<file path="src/rtl/temperature_sampler.sv">
// temperature_sampler: periodic SPI read of a 13-bit two's-complement
// temperature sensor (0.0625 C/LSB, data in frame bits [15:3]) converted to
// an unsigned whole-degree value for the hex display stage.
// Optional build macro: TEMP_AVG_EN enables a 4-sample running average.
module temperature_sampler #(
    parameter int CLK_DIV       = 25,
    parameter int SAMPLE_PERIOD = 5_000_000
) (
    input  logic       clk,
    input  logic       reset,
    input  logic       sensor_miso,
    output logic       sensor_sclk,
    output logic       sensor_cs_n,
    output logic [9:0] binary_temperature,
    output logic       temp_valid,
    output logic       temp_negative,
    output logic       sensor_fault
);

    localparam int DIV_W = (CLK_DIV > 1) ? $clog2(CLK_DIV) : 1;
    localparam int PER_W = (SAMPLE_PERIOD > 1) ? $clog2(SAMPLE_PERIOD) : 1;
    localparam logic [DIV_W-1:0] DIV_LAST = DIV_W'(CLK_DIV - 1);
    localparam logic [PER_W-1:0] PER_LAST = PER_W'(SAMPLE_PERIOD - 1);

    typedef enum logic [2:0] {
        IDLE,
        CS_SETUP,
        SHIFT,
        CS_HOLD,
        UPDATE
    } state_t;

    state_t           state, state_next;
    logic [DIV_W-1:0] div_cnt, div_next;
    logic [3:0]       bit_cnt, bit_next;
    logic             phase_high, phase_next;
    logic             sclk_next, cs_n_next;
    logic             capture;
    logic [PER_W-1:0] period_cnt;
    logic [15:0]      shift_reg;

    // Frame decode: T = F[15:3]; floor(T/16) = T[12:4], so the whole-degree
    // magnitude of a non-negative reading is simply F[14:7].
    logic       frame_fault;
    logic       sample_neg;
    logic [7:0] sample_value;
    logic [9:0] next_temp;

    assign frame_fault  = (shift_reg == 16'hFFFF);
    assign sample_neg   = shift_reg[15];
    assign sample_value = sample_neg ? 8'd0 : shift_reg[14:7];

    // Free-running sampling schedule counter
    always_ff @(posedge clk) begin
        if (reset) begin
            period_cnt <= '0;
        end else if (period_cnt == PER_LAST) begin
            period_cnt <= '0;
        end else begin
            period_cnt <= period_cnt + 1'b1;
        end
    end

    // Next-state, bit timing and SPI pin decode
    always_comb begin
        state_next = state;
        div_next   = div_cnt;
        bit_next   = bit_cnt;
        phase_next = phase_high;
        capture    = 1'b0;
        case (state)
            IDLE: begin
                if (period_cnt == '0) begin
                    state_next = CS_SETUP;
                    div_next   = '0;
                end
            end
            CS_SETUP: begin
                if (div_cnt == DIV_LAST) begin
                    state_next = SHIFT;
                    div_next   = '0;
                    bit_next   = '0;
                    phase_next = 1'b0;
                end else begin
                    div_next = div_cnt + 1'b1;
                end
            end
            SHIFT: begin
                if (div_cnt == DIV_LAST) begin
                    div_next = '0;
                    if (!phase_high) begin
                        phase_next = 1'b1;
                        capture    = 1'b1;
                    end else begin
                        phase_next = 1'b0;
                        if (bit_cnt == 4'd15) begin
                            state_next = CS_HOLD;
                        end else begin
                            bit_next = bit_cnt + 4'd1;
                        end
                    end
                end else begin
                    div_next = div_cnt + 1'b1;
                end
            end
            CS_HOLD: begin
                if (div_cnt == DIV_LAST) begin
                    state_next = UPDATE;
                    div_next   = '0;
                end else begin
                    div_next = div_cnt + 1'b1;
                end
            end
            UPDATE: begin
                state_next = IDLE;
            end
            default: begin
                state_next = IDLE;
            end
        endcase
        // Pins are registered from the next-state decode so they stay glitch-free
        // yet track the FSM state cycle for cycle.
        sclk_next = (state_next == SHIFT) && phase_next;
        cs_n_next = (state_next == IDLE) || (state_next == UPDATE);
    end

    // FSM state, SPI pins and receive shift register
    always_ff @(posedge clk) begin
        if (reset) begin
            state       <= IDLE;
            div_cnt     <= '0;
            bit_cnt     <= '0;
            phase_high  <= 1'b0;
            sensor_sclk <= 1'b0;
            sensor_cs_n <= 1'b1;
            shift_reg   <= '0;
        end else begin
            state       <= state_next;
            div_cnt     <= div_next;
            bit_cnt     <= bit_next;
            phase_high  <= phase_next;
            sensor_sclk <= sclk_next;
            sensor_cs_n <= cs_n_next;
            if (capture) begin
                shift_reg <= {shift_reg[14:0], sensor_miso};
            end
        end
    end

`ifdef TEMP_AVG_EN
    // Only three past values are stored; the incoming sample is the fourth entry.
    logic [7:0] hist0, hist1, hist2;
    logic       hist_primed;
    logic [9:0] avg_sum;

    // Running sum over the new sample plus history; an unprimed history counts
    // the new sample four times
    always_comb begin
        avg_sum = {sample_value, 2'b00};
        if (hist_primed) begin
            avg_sum = {2'b00, sample_value} + {2'b00, hist0} +
                      {2'b00, hist1} + {2'b00, hist2};
        end
        next_temp = avg_sum >> 2;
    end

    // History of accepted (non-faulted) samples
    always_ff @(posedge clk) begin
        if (reset) begin
            hist0       <= '0;
            hist1       <= '0;
            hist2       <= '0;
            hist_primed <= 1'b0;
        end else if (state == UPDATE && !frame_fault) begin
            hist_primed <= 1'b1;
            hist0       <= sample_value;
            hist1       <= hist_primed ? hist0 : sample_value;
            hist2       <= hist_primed ? hist1 : sample_value;
        end
    end
`else
    assign next_temp = {2'b00, sample_value};
`endif

    // Result registers, updated on the edge that ends UPDATE
    always_ff @(posedge clk) begin
        if (reset) begin
            binary_temperature <= '0;
            temp_valid         <= 1'b0;
            temp_negative      <= 1'b0;
            sensor_fault       <= 1'b0;
        end else begin
            temp_valid <= 1'b0;
            if (state == UPDATE) begin
                if (frame_fault) begin
                    sensor_fault <= 1'b1;
                end else begin
                    sensor_fault       <= 1'b0;
                    temp_negative      <= sample_neg;
                    binary_temperature <= next_temp;
                    temp_valid         <= 1'b1;
                end
            end
        end
    end

endmodule

</file>
<file path="config.mk">
export PLATFORM = sky130hd
export DESIGN_NAME = temperature_sampler
export DESIGN_NICKNAME = d
export VERILOG_FILES = /design/src/rtl/temperature_sampler.sv
export SDC_FILE = /design/constraint.sdc
export NUM_CORES = 1
export LEC_CHECK = 0
export CAP_MARGIN = 25
export CORE_MARGIN = 10
export CORE_UTILIZATION = 59
export CTS_CLUSTER_SIZE = 40
export DETAILED_ROUTE_END_ITERATION = 8
export GPL_ROUTABILITY_DRIVEN = 1
export GPL_TIMING_DRIVEN = 0
export PLACE_DENSITY = 0.79
export SLEW_MARGIN = 30
export SYNTH_ARGS = -nofsm -noshare
export SYNTH_HDL_FRONTEND = slang
export SYNTH_SLANG_ARGS = --single-unit
</file>
<file path="constraint.sdc">
create_clock -name clk -period 2.6 [get_ports clk]
set_clock_uncertainty 0.15 [all_clocks]
set_input_delay 0.78 -clock clk [delete_from_list [all_inputs] [get_ports clk]]
set_output_delay 0.78 -clock clk [all_outputs]
set_load 0.01 [all_outputs]
</file>
; Yosys cells after proc, flatten, opt, wreduce, memory -nomap -nowiden
; Index checks and enable logic that the tools add are counted.
[word_totals]
reg_bits = 65
input_bits = 3
word_cells = 69
[classes]
add_sub_neg = 3
n_eq_ne = 15
n_reduce_logical = 13
mux = 24
bitwise_logic = 2
[ops]
columns = cell, n
row1 = $add 23x1->23 const B, 1
row2 = $eq 23x23->1 const B, 1
row3 = $logic_not 23->1, 1
row4 = $mux 3, 6
row5 = $eq 16x16->1 const B, 1
row6 = $mux 4, 4
row7 = $pmux 3 s4, 1
row8 = $mux 5, 2
row9 = $ne 2x2->1 const B, 5
row10 = $pmux 5 s2, 1
row11 = $eq 3x2->1 const B, 3
row12 = $mux 8, 1
row13 = $pmux 4 s2, 1
row14 = $mux 1, 7
row15 = $eq 3x3->1 const B, 2
row16 = $logic_not 3->1, 2
row17 = $add 5x1->5 const B, 1
row18 = $eq 5x5->1 const B, 1
row19 = $reduce_and 5->1, 1
row20 = $add 4x1->4 const B, 1
row21 = $eq 4x4->1 const B, 1
row22 = $reduce_and 2->1, 2
row23 = $reduce_bool 2->1, 2
row24 = $reduce_or 2->1, 2
row25 = other kinds (6), 7

; Depth between registers and ports, before layout
[depth]
ltp_word = 7
depth_mapped = 10
mapped_depth_nobuf = 8

; Least setup slack after synthesis
; No wires, ideal clock.
[synth_timing]
path_type = register -> register
from = reg period_cnt[0]
to = reg period_cnt[22]
t_arrival_ns = 1.801
setup_ns = 0.070
slack_ns = 0.580
path_stages_with_launch = 7
path_cell_list = dfxtp_1 ha_1 nand3_2 or3_1 buf_2 or4_1 a21oi_1
[synth_via]
elab_chain_len = 2
[synth_lines]
columns = item, line_no
row1 = start: declaration, 39  ; logic [PER_W-1:0] period_cnt;
row2 = start signal: assignment, 60  ; period_cnt <= period_cnt + 1'b1;
row3 = "parallel branches: the longest is 2 deep, another holds $add 23x1->23", --
; Parallel ways; which one is timed is not known.
; A chain may end at the register's enable or synchronous reset.

; Worst setup path after layout
[layout_timing]
from = reg div_cnt[0]
to = reg shift_reg[9]
[layout_via]
elab_chain_len = 3
[layout_lines]
columns = item, line_no
row1 = start: declaration, 34  ; logic [DIV_W-1:0] div_cnt, div_next;
row2 = start signal: assignment, 139  ; div_cnt <= div_next;
row3 = $eq 5x5->1, 89  ; if (div_cnt == DIV_LAST) begin
row4 = $mux 1, 89
row5 = $mux 1, 71  ; case (state)
row6 = end signal: assignment, 145  ; shift_reg <= {shift_reg[14:0], sensor_miso};
row7 = end: declaration, 40  ; logic [15:0] shift_reg;
; No other way between the ends.

==> impl_metrics.json <==
{
  "status": "completed",
  "synth_edf_count": 0,
  "grt_pass1_vias": 2406,
  "clkLatencyLatePin_ps": 340,
  "coreArea_um2": 4820,
  "grt_max_degree": 11,
  "fin_crit_sh": 0.903,
  "synth_compound_area_frac": 0.157,
  "clockRootBuffer": "clkbuf_8",
  "crit_fanout": 10,
  "htree_levels": 3,
  "fin_crit_ps": 2350,
  "drc": 0,
  "timing.slew.headroom": 0.432,
  "clk_pin_slew_ps": 60,
  "synth_area_um2": 2980,
  "drive_gt1_frac": 0.0612,
  "via_count": 2638,
  "dieArea_um2": 8290,
  "viasPerCell": 5.75,
  "drtIter0Drc": 196,
  "fin_nets": 398,
  "gr-total-overflow": 0,
  "die_h_um": 91.1,
  "cts_tree": "done",
  "drt_pass1_iterations": 5,
  "postCtsSetupRepairBufs": 0,
  "grt_pass1_wl_um": 11100,
  "grt.total_usage": 0.160,
  "largest_reg_flops": 23,
  "ys_seq_area_frac": 0.437,
  "syn_area_per_cell_um2": 8.23,
  "final_common_cell": "dfxtp_1",
  "antenna_found_initial": 0,
  "ys_top_cells_by_area": "dfxtp_1, a21oi_1, nand2_1, xnor2_1, nor2_1",
  "crit_type": "flip-flop to flip-flop",
  "pre_cts_ws_ps": 156,
  "setup_viol": 0,
  "cts_buffers": 9,
  "hold_path_class": "flip-flop to flip-flop",
  "diodes": 0,
  "synth_mux_area_frac": 0.00336,
  "cp-end-kind": "flip-flop",
  "critPathRequiredTime_ps": 2720,
  "cts_sinks": 65,
  "cp.arrival_ps": 2470,
  "final_cell_mix": "dfxtp_1, nand2_1, a21oi_1, nor2_1, clkbuf_1",
  "rsz0062_at_grt": "false",
  "fmax_mhz": 426,
  "ys_warn_count": 0,
  "tightest_slew_ps": 850,
  "synth_top_family_by_area": "simple AND/OR/NAND/NOR gates",
  "yosys.area_share.simple": 0.274,
  "ctsResizeCount": 0,
  "dpl-instance-area_um2": 3210,
  "synth-xor-area-share": 0.0470,
  "postRouteAntennaNets": 0,
  "synth_fa_ha_area_frac": 0.0294,
  "routedWlPerCell_um": 14.2,
  "irDropWorstVdd_mv": 0.341,
  "final-hold-violation-count": 0,
  "synth_top_area_frac": 0.437,
  "cts_buffer_depth": 2,
  "leakage_nw": 1.08,
  "synth_top_cell_by_area": "dfxtp_1",
  "globalplace.congestion": 0.817,
  "powerDensity_nw_per_um2": 601,
  "initial_utilization": 0.619,
  "start_kind": "flip-flop",
  "ctsHoldBuffers": 0,
  "final_area_um2": 3420,
  "synth_cell_type_count": 46,
  "slew_violations": 0,
  "row_count": 25,
  "worst_slack_ps": 252,
  "area_delta_synth_final_pct": 14.7,
  "async_flop_share": 0,
  "instances_no_fill": 459,
  "wirelength_um": 6500,
  "hold-worst-slack_ps": 319,
  "dp_hpwl_um": 4610,
  "port_buffers": 14,
  "synthCells": 362,
  "drv_cap": 0,
  "tns_ps": 0,
  "io-pin-count": 18,
  "synth-main-ff-cell": "dfxtp_1",
  "die_w_um": 91.1,
  "place_inst": 444,
  "ys_ff_latch": 65
}
## report_power, final
part | total [W] | internal [W] | switching, W | leakage [nW]
combinational | 0.000109 | 0.0000388 | 0.0000704 | 0.447
sequential | 0.00102 | 0.00101 | 0.0000127 | 0.525
clock | 0.000926 | 0.000560 | 0.000366 | 0.106
## final timing paths
path / startpoint / end / slack [ps] / cells after the start
worst max-delay path: div_cnt[0]$_SDFFE_PP0P_ / shift_reg[9]$_SDFFE_PP0P_ / 250 / 10
worst min-delay path: shift_reg[4]$_SDFFE_PP0P_ / shift_reg[5]$_SDFFE_PP0P_ / 320 / 2
worst max register to register: div_cnt[0]$_SDFFE_PP0P_ / shift_reg[9]$_SDFFE_PP0P_ / 250 / 10
worst min register to register: shift_reg[4]$_SDFFE_PP0P_ / shift_reg[5]$_SDFFE_PP0P_ / 320 / 2
## metal layers
metal | share of wire | wire length, µm | global-route usage
met5 | 0 | 0 | 0
met4 | 0.031 | 201 | 0.0927
met3 | 0.045 | 291 | 0.0420
met2 | 0.43 | 2770 | 0.233
met1 | 0.50 | 3240 | 0.209
## synthesized netlist by cell type (all sizes together) (3+ instances only)
cell type / n
nor4: 8
nand2: 48
nand4: 11
xnor2: 13
nand4b: 10
o21ai: 16
nor2: 26
nand3: 13
buf: 6
o31ai: 11
a21oi: 40
xor2: 3
or4: 9
dfxtp: 65
clkbuf: 16
inv: 15
and2: 3
nor3: 9
or3: 3
ha: 7
nand2b: 4
## layout make-up
| type | instances | area, µm² |
|---|---|---|
| Buffer | 22 | 96.3 |
| Clock buffer | 12 | 145 |
| Clock inverter | 3 | 65.1 |
| Fill cell | 403 | 1400 |
| Inverter | 15 | 56.3 |
| Multi-Input combinational cell | 261 | 1530 |
| Sequential cell | 65 | 1300 |
| Tap cell | 67 | 83.8 |
| Timing Repair Buffer | 14 | 140 |
## logic make-up (layout without fill, tap and decap cells)
logic type,after synthesis,after routing
DFF,65,65
muxes,1,1
and+or+nand+nor,155,155
other,1,2
buffers and inverters,37,66
AOI/OAI and AO/OA,80,80
xor gates and xnor gates,16,16
adders and majority gates,7,7
## critical path, stage by stage, from the launching register on
cell      delay [ps]
dfxtp_1          350
inv_1             80
ha_1             160
nand4b_1         280
inv_2            210
ha_1             200
and2_1           120
clkbuf_1         260
clkbuf_2         280
nand2_1           80
a21oi_1          120
## metrics by stage
stage	utilization	total power, W
2_1_floorplan	-	0.00112
4_1_cts	0.710	0.00207
3_5_place_dp	0.666	0.00115
5_1_grt	0.710	0.00214
6_report	0.710	0.00206
3_3_place_gp	0.666	0.00115
Note: power is estimated with default switching activity, not from simulation.
